--- config.mk ---
export PLATFORM = sky130hd
export DESIGN_NAME = dma_ch_arbiter
export DESIGN_NICKNAME = d
export VERILOG_FILES = /design/src/rtl/dma_ch_arbiter.sv
export SDC_FILE = /design/constraint.sdc
export NUM_CORES = 1
export LEC_CHECK = 0
export BUFFER_PORTS_ARGS = -buffer_cell sky130_fd_sc_hd__buf_2
export CORE_MARGIN = 10
export CORE_UTILIZATION = 55
export DETAILED_ROUTE_END_ITERATION = 8
export HOLD_SLACK_MARGIN = 0.05
export PLACE_DENSITY = 0.83
export SLEW_MARGIN = 10
export SYNTH_ARGS = -nofsm -noshare
export SYNTH_HDL_FRONTEND = slang
export SYNTH_SLANG_ARGS = --single-unit
--- constraint.sdc ---
create_clock -name HCLK -period 3.4 [get_ports HCLK]
set_clock_uncertainty 0.1 [all_clocks]
set_input_delay 0.51 -clock HCLK [delete_from_list [all_inputs] [get_ports HCLK]]
set_output_delay 0.51 -clock HCLK [all_outputs]
set_load 0.01 [all_outputs]
--- src/rtl/dma_ch_arbiter.sv ---
// DMA channel arbiter: round-robin grant with bounded bursts and a one-cycle gap.
// Define DMA_ARB_PRIORITY_EN to arbitrate on ch_pri first, round-robin on ties.
module dma_ch_arbiter #(
  parameter int CH_NUM      = 4,
  parameter int IDX_W       = $clog2(CH_NUM),
  parameter int BURST_BEATS = 4
) (
  input  logic                  HCLK,
  input  logic                  HRESETn,
  input  logic [CH_NUM-1:0]     ch_req,
  input  logic [2*CH_NUM-1:0]   ch_pri,
  input  logic                  beat_ack,
  input  logic                  xfer_done,
  output logic [CH_NUM-1:0]     grant,
  output logic [IDX_W-1:0]      grant_idx,
  output logic                  grant_valid,
  output logic [7:0]            beat_cnt
);

  typedef enum logic [1:0] {
    IDLE,
    BUSY,
    GAP
  } state_t;

  state_t           state;
  logic [IDX_W-1:0] last_idx;
  logic [IDX_W-1:0] win_idx;
  logic [IDX_W-1:0] scan;
  logic             found;
  logic             release_now;

`ifdef DMA_ARB_PRIORITY_EN
  logic [1:0] pri_a [CH_NUM];
  logic [1:0] best_pri;

  for (genvar k = 0; k < CH_NUM; k++) begin : g_pri
    assign pri_a[k] = ch_pri[2*k +: 2];
  end
`else
  logic unused_pri;
  assign unused_pri = ^ch_pri;
`endif

  // Scan from last_idx+1; strict compare keeps the earliest tie.
  always_comb begin
    win_idx = '0;
    found   = 1'b0;
    scan    = last_idx;
`ifdef DMA_ARB_PRIORITY_EN
    best_pri = '0;
`endif
    for (int i = 0; i < CH_NUM; i++) begin
      scan = (scan == IDX_W'(CH_NUM-1)) ? '0 : scan + IDX_W'(1);
`ifdef DMA_ARB_PRIORITY_EN
      if (ch_req[scan] && (!found || pri_a[scan] > best_pri)) begin
        found    = 1'b1;
        win_idx  = scan;
        best_pri = pri_a[scan];
      end
`else
      if (ch_req[scan] && !found) begin
        found   = 1'b1;
        win_idx = scan;
      end
`endif
    end
  end

  assign release_now = xfer_done ||
    (beat_ack && beat_cnt == 8'(BURST_BEATS-1));

  always_ff @(posedge HCLK or negedge HRESETn) begin
    if (!HRESETn) begin
      state       <= IDLE;
      grant       <= '0;
      grant_idx   <= '0;
      grant_valid <= 1'b0;
      beat_cnt    <= '0;
      last_idx    <= IDX_W'(CH_NUM-1);
    end else begin
      unique case (state)
        IDLE: begin
          if (found) begin
            grant       <= CH_NUM'(1) << win_idx;
            grant_idx   <= win_idx;
            grant_valid <= 1'b1;
            last_idx    <= win_idx;
            beat_cnt    <= '0;
            state       <= BUSY;
          end
        end
        BUSY: begin
          if (beat_ack) begin
            beat_cnt <= beat_cnt + 8'd1;
          end
          if (release_now) begin
            grant       <= '0;
            grant_idx   <= '0;
            grant_valid <= 1'b0;
            state       <= GAP;
          end
        end
        GAP: begin
          state <= IDLE;
        end
        default: begin
          state <= IDLE;
        end
      endcase
    end
  end

endmodule

==> results of run 1 <==
-- cell usage after synthesis (3+ instances only) --
library cell  instances  share of area [%]
a21oi_1               3                1.3
and3_1                3                1.7
buf_2                 3                1.3
dfrtp_1              17                 38
nand2_1              17                5.7
nand3_1               3                1.3
nand4_1               3                1.7
nor2_1               11                3.7
nor2b_1               6                3.4
nor4_1                3                1.7
o21ai_0              11                4.9
or3_1                 4                2.2
xor2_1                5                3.9
-- final timing paths --
path / from / to / slack (ns) / cells after the start
min: xfer_done / state[1]$_DFFE_PN0P_ / 0.38 / 3
min reg2reg: grant[2]$_DFFE_PN0P_ / grant[2]$_DFFE_PN0P_ / 0.39 / 2
max: last_idx[0]$_DFFE_PN1P_ / grant[1]$_DFFE_PN0P_ / 0.85 / 6
min in group asynchronous: HRESETn / grant[1]$_DFFE_PN0P_ / 0.57 / 2
max reg2reg: last_idx[0]$_DFFE_PN1P_ / grant[1]$_DFFE_PN0P_ / 0.85 / 6
max in group asynchronous: HRESETn / last_idx[1]$_DFFE_PN1P_ / 2.29 / 2
-- per-layer routing --
layer	up-vias	routed length (µm)
li1	485	-
met1	478	1121
met2	26	1223
met3	2	167
met4	0	9
met5	-	0
-- sequential cells by signal (all words and copies together) (netlist names) --
signal / flops
state: 2
grant_valid: 1
grant: 4
grant_idx: 2
beat_cnt: 8
last_idx: 2
-- power by group --
part | switching, µW | internal [µW]
registers | 69.7 | 303
logic | 284 | 205
clock network | 68.7 | 43.8
total | 423 | 551
-- cell families (layout without fill, tap and decap cells) --
logic type / after synthesis / in the layout / synth area share [%]
AO/OA/AOI/OAI: 28 / 28 / 16.44
buffers and inverters: 7 / 27 / 3.691
AND/OR/NAND/NOR: 61 / 61 / 29.08
multiplexers: 2 / 2 / 1.902
flip-flops: 19 / 19 / 42.73
adder cells (fa/ha/maj): 2 / 2 / 2.237
XOR/XNOR: 5 / 5 / 3.915
-- stage by stage --
| step | setup slack, ns | instances |
|---|---|---|
| 3_3_place_gp | 0.9366 | 166 |
| 4_1_cts | 0.8507 | 171 |
| 5_1_grt | 0.7802 | 171 |
| 6_report | 0.8479 | 171 |
| 3_5_place_dp | 0.8637 | 166 |
| 2_1_floorplan | 1.168 | 124 |
-- layout make-up --
| type | count | area, µm² |
|---|---|---|
| multi-input cells | 98 | 599.3 |
| fillers | 173 | 683.2 |
| clock buffers | 3 | 22.52 |
| flip-flops and latches | 19 | 478.0 |
| repair buffers | 23 | 120.1 |
| well taps | 27 | 33.78 |
| clock inverters | 1 | 5.005 |
-- cells in the final DEF, fill, tap and decap left out, types with 2 or more instances in the layout --
master    Yosys  routed
and2b_1       2       2
nor4_1        3       3
a21oi_1       3       3
ha_1          2       2
nor3_2        2       2
dfrtp_1      17      17
dfstp_2       2       2
nand2b_1      2       2
nand4_1       3       3
xor2_1        5       5
nand3_1       3       3
buf_2         3      22
nor2_1       11      11
o21ai_1       2       2
nand2_1      17      17
a22o_1        2       2
clkbuf_4      0       3
and3_1        3       3
nor2b_1       6       6
or3_1         4       4
o21ai_0      11      11
-- worst max-delay path, cell delays in order, from the launching register on --
cell and delay, ns:
dfstp_2 0.72, ha_1 0.36, or3_1 0.42, a221o_1 0.32, a22oi_2 0.26, nor3_2 0.09, a22o_1 0.19
==> key figures, run 1 <==
Status
  – Status: finished clean

Timing
  – Hold violation count in the final report: 0
  – Setup-failing EPs final: 0
  – Slew headroom: 60.20%
  – Unrepaired setup endpoints after global routing: false
  – Slew of the pin with the lowest slew margin: 0.5937 ns
  – Peak clock frequency supported by timing: 0.3918 GHz
  – Min Tclk post-route: 2.552 ns
  – Hold slack: 0.3840 ns
  – Period Utilization, post-route: 75.06%
  – Sum of negative setup slack: 0 ns
  – Number of max-slew violations in the final report: 0

Clocking
  – Clock tree from TritonCTS: done
  – Clock Latency Late Sink: 0.30 ns
  – Cell at the root of the clock tree: clkbuf_4
  – Post CTS Setup Buffer Count: 0
  – Clk sink count: 19
  – Clock-pin transition on the worst setup and hold timing paths: 0.11 ns
  – Post_cts resized: 0
  – Number of buffers inserted by hold repair at cts: 1
  – Num CTS Buffers: 3
  – Number of levels in the clock H-tree: 1
  – Max clock buf depth: 2

Die
  – Total number of placement rows: 16
  – Chip Width: 65.10 µm
  – Starting density of the core: 57.60%
  – Core Area: 0.001942 mm²
  – Number of top-level pins: 31
  – Height of the chip: 65.10 µm
  – Die outline area: 0.004237 mm²

Critical path
  – Crit Path Max Fanout: 18
  – Critical path type: flop to flop
  – Critical path arrival: 2.65 ns
  – Element type at the critical path end: flop
  – Data required time at the worst endpoint: 3.50 ns
  – Worst Setup Start Kind: flop

Power and ir drop
  – Power per cell area: 774.1 mW/mm²
  – Overall power of the completed layout: 974.4 µW
  – Leakage power figure: 0.0006029 µW
  – Max VDD drop: 0.0004334 V

Finish
  – Share of layout cells above drive strength 1: 22.92%
  – Final cell utilization of the core: 64.82%
  – Total inserted antenna cells: 0
  – Layout-stage area growth over the synthesis result: 12.53%
  – Design area: 0.001259 mm²
  – Final net count: 163

GRT
  – Gr ovfl total: 0
  – Busiest metal layer after global routing: met2
  – Met2 routing resource usage after global routing: 19.21%
  – Global-route wire length before repair: 4.160 mm
  – Antenna violations before repair: 0
  – GRT Resource Usage Total: 11.80%
  – Global-route met3 utilization: 4.915%
  – Met1 Track Usage GR: 14.29%
  – Pin count of the biggest net entering global routing: 20
  – Number of global-route vias before repair: 913

Routing
  – DRC marker count from the first detailed-route iteration: 44
  – DRT Pass-1 Iters: 4
  – ANT nets after route: 0
  – Average wire length per cell after detail routing: 14.75 µm
  – Via count normalized by instance count: 5.795
  – Final routed DRC violation total: 0
  – Wirelength, routed: 2.522 mm
  – Overall via count from detail_route: 991

Synthesis
  – Sequential fraction of the synthesis area: 42.73%
  – Mean post-synth cell area: 9.021 µm²
  – Number of enable-type register cells in the synthesized netlist: 0
  – Warnings from Yosys: 0
  – Gate count after technology mapping: 124
  – Top_reg_cell synth: dfrtp_1
  – Number of register bits inferred by synthesis: 19
  – Async set-or-reset flop fraction in the synthesized netlist: 100.0%
  – Post-Synthesis Cell Area: 0.001119 mm²
  – Nets in the synthesized netlist: 142
  – Post-synth cell types: 40

Job
  – Number of maximum-capacitance violations: 0

Placed design
  – IO buf count: 22
  – Routability Congestion: 0.8272
  – Final HPWL DP: 1.947 mm
  – Placed cell areas: 0.001221 mm²

Min path
  – Type of the tightest min-delay check: primary input to flop
Power figures use the tool's default switching activity.
==> inputs of run 2 (changes only) <==
- ABC_AREA: not set -> 1
- CORE_UTILIZATION: 55 -> 47
- PLACE_DENSITY: 0.83 -> 0.75
- clock period: 3.4 -> 2.1 ns (I/O delays scaled with it)
==> key figures, run 2 <==
Routing
  – Via count normalized by instance count: 5.131 (was 5.795)
  – Overall via count from detail_route: 1216 (was 991)
  – Final routed DRC violation total: 0 (unchanged)
  – DRC marker count from the first detailed-route iteration: 82 (was 44)
  – Average wire length per cell after detail routing: 12.48 µm (was 14.75 µm)
  – DRT Pass-1 Iters: 4 (unchanged)
  – Wirelength, routed: 2.957 mm (was 2.522 mm)
  – ANT nets after route: 0 (unchanged)

Synthesis
  – Post-synthesis simple-gate area fraction: 43.62% (was 29.08%)
  – Mean post-synth cell area: 6.989 µm² (was 9.021 µm²)
  – Synth area leader: dfrtp_1 (unchanged)
  – Async set-or-reset flop fraction in the synthesized netlist: 100.0% (unchanged)
  – Gate count after technology mapping: 174 (was 124)
  – Arithmetic-cell share of the synthesized area counting full adders, half adders and majority gates: 2.058% (was 2.237%)
  – Post-synth cell types: 24 (was 40)
  – Top_reg_cell synth: dfrtp_1 (unchanged)
  – Xor/xnor cell area share of the yosys netlist: 2.881% (was 3.915%)
  – Cells taking the most area after synthesis: dfrtp_1 35%, nand2_1 19%, nand3_1 10% (was dfrtp_1 38%, nand2_1 5.7%, o21ai_0 4.9%)
  – Portion of netlist area occupied by mux cells: 0% (was 1.902%)
  – Most common cell in the netlist: nand2_1
  – Nets in the synthesized netlist: 192 (was 142)
  – Warnings from Yosys: 0 (unchanged)
  – Largest family of logic cells by synthesized area: simple AND/OR/NAND/NOR gates (unchanged)
  – Fraction of synthesized cell area taken by the top area cell type: 34.98% (was 38.03%)
  – Sequential fraction of the synthesis area: 39.30% (was 42.73%)
  – Area fraction in compound gates after synthesis: 3.498% (was 16.44%)
  – Commonest cells in the synthesized netlist: 62 x nand2_1, 25 x nand3_1, 18 x inv_1 (was 17 x dfrtp_1, 17 x nand2_1, 11 x nor2_1, 11 x o21ai_0, 6 x nor2b_1)
  – Number of register bits inferred by synthesis: 19 (unchanged)
  – Post-Synthesis Cell Area: 0.001216 mm² (was 0.001119 mm²)
  – Number of enable-type register cells in the synthesized netlist: 0 (unchanged)

Die
  – Starting density of the core: 49.09% (was 57.60%)
  – Number of top-level pins: 31 (unchanged)
  – Core Area: 0.002477 mm² (was 0.001942 mm²)
  – Height of the chip: 70.87 µm (was 65.10 µm)
  – Total number of placement rows: 18 (was 16)
  – Die outline area: 0.005023 mm² (was 0.004237 mm²)
  – Chip Width: 70.87 µm (was 65.10 µm)

Timing
  – Hold slack: 0.2251 ns (was 0.3840 ns)
  – Minimum setup slack in the final design: 0.1327 ns (was 0.8479 ns)
  – Period Utilization, post-route: 93.68% (was 75.06%)
  – Hold violation count in the final report: 0 (unchanged)
  – Slew headroom: 73.15% (was 60.20%)
  – Peak clock frequency supported by timing: 0.5083 GHz (was 0.3918 GHz)
  – Slew of the pin with the lowest slew margin: 0.4028 ns (was 0.5937 ns)
  – Min Tclk post-route: 1.967 ns (was 2.552 ns)
  – Number of max-slew violations in the final report: 0 (unchanged)
  – Setup-failing EPs final: 0 (unchanged)

Power and ir drop
  – Power per cell area: 1757 mW/mm² (was 774.1 mW/mm²)
  – Max VDD drop: 0.001133 V (was 0.0004334 V)
  – Leakage power figure: 0.0008555 µW (was 0.0006029 µW)

Critical path
  – Critical-path cell with the highest stage delay: dfstp_2 (unchanged)
  – Most common cell on crit path: nand2_1
  – Critical path arrival: 2.10 ns (was 2.65 ns)
  – Peak per-stage delay on the critical path: 0.58 ns (was 0.72 ns)
  – Critical path type: flop to flop (unchanged)
  – Crit path cell chain: buf_6 > inv_2 > nand2_1 > nand2_1 > nand3_2 > nand2_4 > nor2_4 > nand3b_1 > nand2_4 > buf_6 > nand3_1 > nand2_1 (was ha_1 > or3_1 > a221o_1 > a22oi_2 > nor3_2 > a22o_1)
  – Worst Setup Start Kind: flop (unchanged)
  – Crit Path Max Fanout: 8 (was 18)
  – Element type at the critical path end: flop (unchanged)
  – Data required time at the worst endpoint: 2.23 ns (was 3.50 ns)

Finish
  – Commonest cells after routing, fill and taps aside: 57 x nand2_1, 22 x nand3_1, 22 x buf_2, 17 x dfrtp_1, 16 x inv_1 (was 22 x buf_2, 17 x nand2_1, 17 x dfrtp_1, 11 x o21ai_0, 11 x nor2_1)
  – Layout-stage area growth over the synthesis result: 25.51% (was 12.53%)
  – Total inserted antenna cells: 0 (unchanged)
  – Top register by number of flip-flops: beat_cnt (unchanged)
  – Leading registers by flop count: beat_cnt (8), grant (4) (unchanged)
  – Flip-flop count of the largest register, all copies and words added: 8 (unchanged)
  – Most frequent standard cell in the layout excluding fill and tap cells: nand2_1 (was buf_2)
  – Share of layout cells above drive strength 1: 28.02% (was 22.92%)
  – Final cell count without fillers: 237 (was 171)
  – Final net count: 226 (was 163)

GRT
  – Pin count of the biggest net entering global routing: 20 (unchanged)
  – Global-route wire length before repair: 4.968 mm (was 4.160 mm)
  – Met2 routing resource usage after global routing: 18.40% (was 19.21%)
  – Antenna violations before repair: 0 (unchanged)
  – Met1 Track Usage GR: 13.82% (was 14.29%)
  – Global-route met3 utilization: 2.650% (was 4.915%)
  – Gr ovfl total: 0 (unchanged)
  – Busiest metal layer after global routing: met2 (unchanged)
  – GRT Resource Usage Total: 11.34% (was 11.80%)
  – Number of global-route vias before repair: 1147 (was 913)

Clocking
  – Clock tree from TritonCTS: done (unchanged)
  – Cell at the root of the clock tree: clkbuf_4 (unchanged)
  – Clock-pin transition on the worst setup and hold timing paths: 0.10 ns (was 0.11 ns)
  – Clock Latency Late Sink: 0.29 ns (was 0.30 ns)
  – Num CTS Buffers: 3 (unchanged)
  – Number of levels in the clock H-tree: 1 (unchanged)
  – Max clock buf depth: 2 (unchanged)
  – Clk sink count: 19 (unchanged)

Status
  – Status: finished clean (unchanged)

Placed design
  – Placement-stage worst setup slack: -0.02719 ns (was 0.8637 ns)
  – Routability Congestion: 0.7911 (was 0.8272)
  – Final HPWL DP: 2.328 mm (was 1.947 mm)
  – IO buf count: 22 (unchanged)
  – Post-placement cell count: 228 (was 166)

Job
  – Number of maximum-capacitance violations: 0 (unchanged)

Min path
  – Type of the tightest min-delay check: primary input to flop (unchanged)
[run 2: worst max-delay path: cells and delay by family (launching register included)]
kind	cells	cell delay (ns)
AND/OR/NAND/NOR	9	0.89
flip-flops	1	0.58
buffers and inverters	3	0.36
[run 2: layout make-up]
cell class / instances / area [µm²]
Fill cell: 238 / 950.9
Multi-Input combinational cell: 132 / 705.7
Sequential cell: 19 / 478.0
Timing Repair Buffer: 32 / 198.9
Inverter: 20 / 80.08
Tap cell: 30 / 37.54
Clock buffer: 4 / 26.28
[run 2: cell families (layout without fill, tap and decap cells)]
kind of cell,count (synthesis),after routing
compound gates,8,8
xor+xnor,4,4
fa+ha+maj,2,2
buf+inv,23,56
flops,19,19
simple gates,118,118
[run 2: per-layer routing]
metal  share of wire [%]  up-vias  routed length, µm
met2                  53       21               1555
met4                 1.0        0                 31
met1                  43      560               1263
met3                 3.7        6                108
li1                    -      629                  -
met5                   0        -                  0
[run 2: power by group]
group / total [µW] / internal, µW / switching [µW]
clock network: 177 / 73.8 / 103
registers: 563 / 487 / 75.9
logic: 1940 / 731 / 1210
[run 2: worst paths after layout]
| path | startpoint | end | slack [ns] | cells after the start |
|---|---|---|---|---|
| worst max-delay path | last_idx[0]$_DFFE_PN1P_ | grant_idx[0]$_DFFE_PN0P_ | 0.13 | 12 |
| min in group asynchronous | HRESETn | beat_cnt[5]$_DFFE_PN0P_ | 0.38 | 2 |
| worst min register to register | grant_valid$_DFFE_PN0P_ | grant_valid$_DFFE_PN0P_ | 0.38 | 2 |
| worst max register to register | last_idx[0]$_DFFE_PN1P_ | grant_idx[0]$_DFFE_PN0P_ | 0.13 | 12 |
| worst min-delay path | xfer_done | state[0]$_DFFE_PN0P_ | 0.23 | 3 |
| max in group asynchronous | HRESETn | last_idx[0]$_DFFE_PN1P_ | 1.20 | 2 |
[run 2: repair_timing]
item | CTS | global route
endpoints found under the setup margin | 7 | 18
hold endpoints to repair | 17 | 0
setup buffers | 1 | 3
pin swaps | 1 | 4
gates resized for setup | 1 | 25
hold buffers | 1 | 0
[run 2: metrics by stage]
step,util (%),TNS [ns],cell area [µm²],power [µW]
floorplan,-,0,1216,1728
global placement,55.35,0,1371,2044
detailed placement,55.35,-0.08759,1371,2122
CTS,57.12,0,1415,2336
global route,61.62,-0.01200,1526,2938
finish,61.62,0,1526,2683
==> inputs of run 3 (changes only) <==
- ABC_AREA: 1 -> 0
- CORE_UTILIZATION: 47 -> 46
- PLACE_DENSITY: 0.75 -> 0.74
- TNS_END_PERCENT: not set -> 20
==> key figures, run 3 (synthesis results as in run 1) <==
Status
  – Status: complete, but fails checks (was finished clean)
  – Violations in the final reports: setup timing

Min path
  – HP Start: xfer_done (unchanged)
  – WHS Path Cells: 3 (unchanged)
  – Type of the tightest min-delay check: primary input to flop (unchanged)

Routing
  – DRT Pass-1 Iters: 4 (unchanged)
  – Via count normalized by instance count: 5.648 (was 5.131)
  – Final routed DRC violation total: 0 (unchanged)
  – Overall via count from detail_route: 994 (was 1216)
  – ANT nets after route: 0 (unchanged)
  – Wirelength, routed: 2.488 mm (was 2.957 mm)
  – Average wire length per cell after detail routing: 14.14 µm (was 12.48 µm)
  – DRC marker count from the first detailed-route iteration: 52 (was 82)

Die
  – Chip Width: 69.31 µm (was 70.87 µm)
  – Height of the chip: 69.31 µm (was 70.87 µm)
  – Core Area: 0.002255 mm² (was 0.002477 mm²)
  – Die outline area: 0.004804 mm² (was 0.005023 mm²)
  – Number of top-level pins: 31 (unchanged)
  – Starting density of the core: 49.61% (was 49.09%)
  – Total number of placement rows: 17 (was 18)

Clocking
  – Clock Latency Late Sink: 0.29 ns (about the same)
  – Num CTS Buffers: 3 (unchanged)
  – Post CTS Setup Buffer Count: 0 (was 1)
  – Clock tree from TritonCTS: done (unchanged)
  – Number of levels in the clock H-tree: 1 (unchanged)
  – Clock-pin transition on the worst setup and hold timing paths: 0.10 ns (about the same)
  – Clk sink count: 19 (unchanged)
  – Cell at the root of the clock tree: clkbuf_4 (unchanged)
  – Max clock buf depth: 2 (unchanged)

Critical path
  – Critical path type: flop to flop (unchanged)
  – Crit path cell chain: ha_4 > or3_4 > a221o_1 > a22oi_2 > nor3_2 > a22o_1 (was buf_6 > inv_2 > nand2_1 > nand2_1 > nand3_2 > nand2_4 > nor2_4 > nand3b_1 > nand2_4 > buf_6 > nand3_1 > nand2_1)
  – Delay-heaviest family, CP: compound AO/OA/AOI/OAI gates (was simple AND/OR/NAND/NOR gates)
  – Crit path buffers/inverters: 0 (was 3)
  – Worst Setup Start Kind: flop (unchanged)
  – Logic depth of the worst setup path including buffers: 6 (was 12)
  – Element type at the critical path end: flop (unchanged)
  – Peak per-stage delay on the critical path: 0.57 ns (was 0.58 ns)
  – Data required time at the worst endpoint: 2.19 ns (was 2.23 ns)
  – Crit Path Max Fanout: 3 (was 8)
  – Critical path arrival: 2.22 ns (was 2.10 ns)
  – Register-to-Register Path Depth: 6 (was 12)
  – Critical-path cell with the highest stage delay: dfstp_2 (unchanged)
  – Worst setup path startpoint: last_idx[1]$_DFFE_PN1P_ (was last_idx[0]$_DFFE_PN1P_)
  – Reg2Reg Launch Point: last_idx[1]$_DFFE_PN1P_ (was last_idx[0]$_DFFE_PN1P_)

GRT
  – Pin count of the biggest net entering global routing: 20 (unchanged)
  – Antenna violations before repair: 0 (unchanged)
  – Number of global-route vias before repair: 958 (was 1147)
  – Global-route wire length before repair: 4.236 mm (was 4.968 mm)
  – Gr ovfl total: 0 (unchanged)
  – GRT Resource Usage Total: 10.18% (was 11.34%)

Job
  – Number of maximum-capacitance violations: 0 (unchanged)

Timing
  – Min Tclk post-route: 2.132 ns (was 1.967 ns)
  – Unrepaired setup endpoints after global routing: true
  – Setup-failing EPs final: 2 (was 0)
  – Slew headroom: 69.35% (was 73.15%)
  – Minimum setup slack in the final design: -0.03202 ns (was 0.1327 ns)
  – Peak clock frequency supported by timing: 0.4690 GHz (was 0.5083 GHz)
  – Period Utilization, post-route: 101.5% (was 93.68%)
  – Sum of negative setup slack: -0.05797 ns (was 0 ns)
  – Number of max-slew violations in the final report: 0 (unchanged)
  – Hold violation count in the final report: 0 (unchanged)
  – Slew of the pin with the lowest slew margin: 0.4556 ns (was 0.4028 ns)

Finish
  – Final net count: 167 (was 226)
  – Commonest cells after routing, fill and taps aside: 22 x buf_2, 17 x nand2_1, 17 x dfrtp_1, 11 x o21ai_0, 11 x nor2_1 (was 57 x nand2_1, 22 x nand3_1, 22 x buf_2, 17 x dfrtp_1, 16 x inv_1)
  – Flip-flop count of the largest register, all copies and words added: 8 (unchanged)
  – Most frequent standard cell in the layout excluding fill and tap cells: buf_2 (was nand2_1)
  – Top register by number of flip-flops: beat_cnt (unchanged)
  – Final cell utilization of the core: 58.21% (was 61.62%)
  – Design area: 0.001313 mm² (was 0.001526 mm²)
  – Share of layout cells above drive strength 1: 27.03% (was 28.02%)
  – Total inserted antenna cells: 0 (unchanged)
  – Layout-stage area growth over the synthesis result: 17.34% (was 25.51%)
  – Leading registers by flop count: beat_cnt (8), grant (4) (unchanged)

Power and ir drop
  – Max VDD drop: 0.0008359 V (was 0.001133 V)
  – Power per cell area: 1287 mW/mm² (was 1757 mW/mm²)
  – Overall power of the completed layout: 1690 µW (was 2683 µW)
  – Leakage power figure: 0.0006250 µW (was 0.0008555 µW)

Placed design
  – Routability Congestion: 0.7842 (was 0.7911)
  – Placed cell areas: 0.001265 mm² (was 0.001371 mm²)
  – Final HPWL DP: 1.933 mm (was 2.328 mm)
  – IO buf count: 22 (unchanged)
## run 3: worst paths after layout
check | endpoint | slack (ns)
worst min-delay path | state[1]$_DFFE_PN0P_ | 0.18
min in group asynchronous | grant[0]$_DFFE_PN0P_ | 0.38
worst min register to register | grant_idx[1]$_DFFE_PN0P_ | 0.40
worst max register to register | grant[1]$_DFFE_PN0P_ | -0.03
worst max-delay path | grant[1]$_DFFE_PN0P_ | -0.03
max in group asynchronous | last_idx[0]$_DFFE_PN1P_ | 1.19
## run 3: through the flow
step | cells | hold slack, ns | worst slack, ns
2_1_floorplan | 124 | -0.08059 | -0.01370
3_3_place_gp | 171 | 0.1674 | -0.00002909
3_5_place_dp | 171 | 0.1733 | -0.04045
4_1_cts | 176 | 0.1676 | -0.05307
5_1_grt | 176 | 0.1656 | -0.08100
6_report | 176 | 0.1810 | -0.03202
## run 3: report_power, final
| group | total, µW | internal (µW) | leakage [µW] | switching [µW] |
|---|---|---|---|---|
| Combinational | 934 | 423 | 0.000362 | 512 |
| Sequential | 574 | 490 | 0.000245 | 84.3 |
| Clock | 181 | 70.9 | 0.0000177 | 110 |
| Total | 1690 | 984 | 0.000625 | 706 |
## run 3: layer usage
layer,global-route usage [%],share of wire (%),up-vias,wire length [µm]
li1,-,-,491,-
met1,11.61,45,474,1122
met2,16.94,47,27,1172
met3,4.280,7.3,2,182
met4,2.661,0.40,0,10
met5,0,0,-,0
## run 3: layout make-up
cell class,count,area (µm²)
multi-input cells,98,621.8
fillers,220,942.2
repair buffers,27,150.1
flip-flops and latches,19,478.0
clock inverters,1,5.005
well taps,28,35.03
clock buffers,3,22.52
## run 3: tightest hold or removal path, stage by stage
cell	delay, ns
buf_2	0.10
a21oi_1	0.05
nor2_1	0.07
## run 3: repair_timing
action,4_1_cts,5_1_grt
pin swaps,3,1
endpoints found under the setup margin,4,6
gates resized for setup,1,1
hold buffers,1,0
hold endpoints to repair,17,0
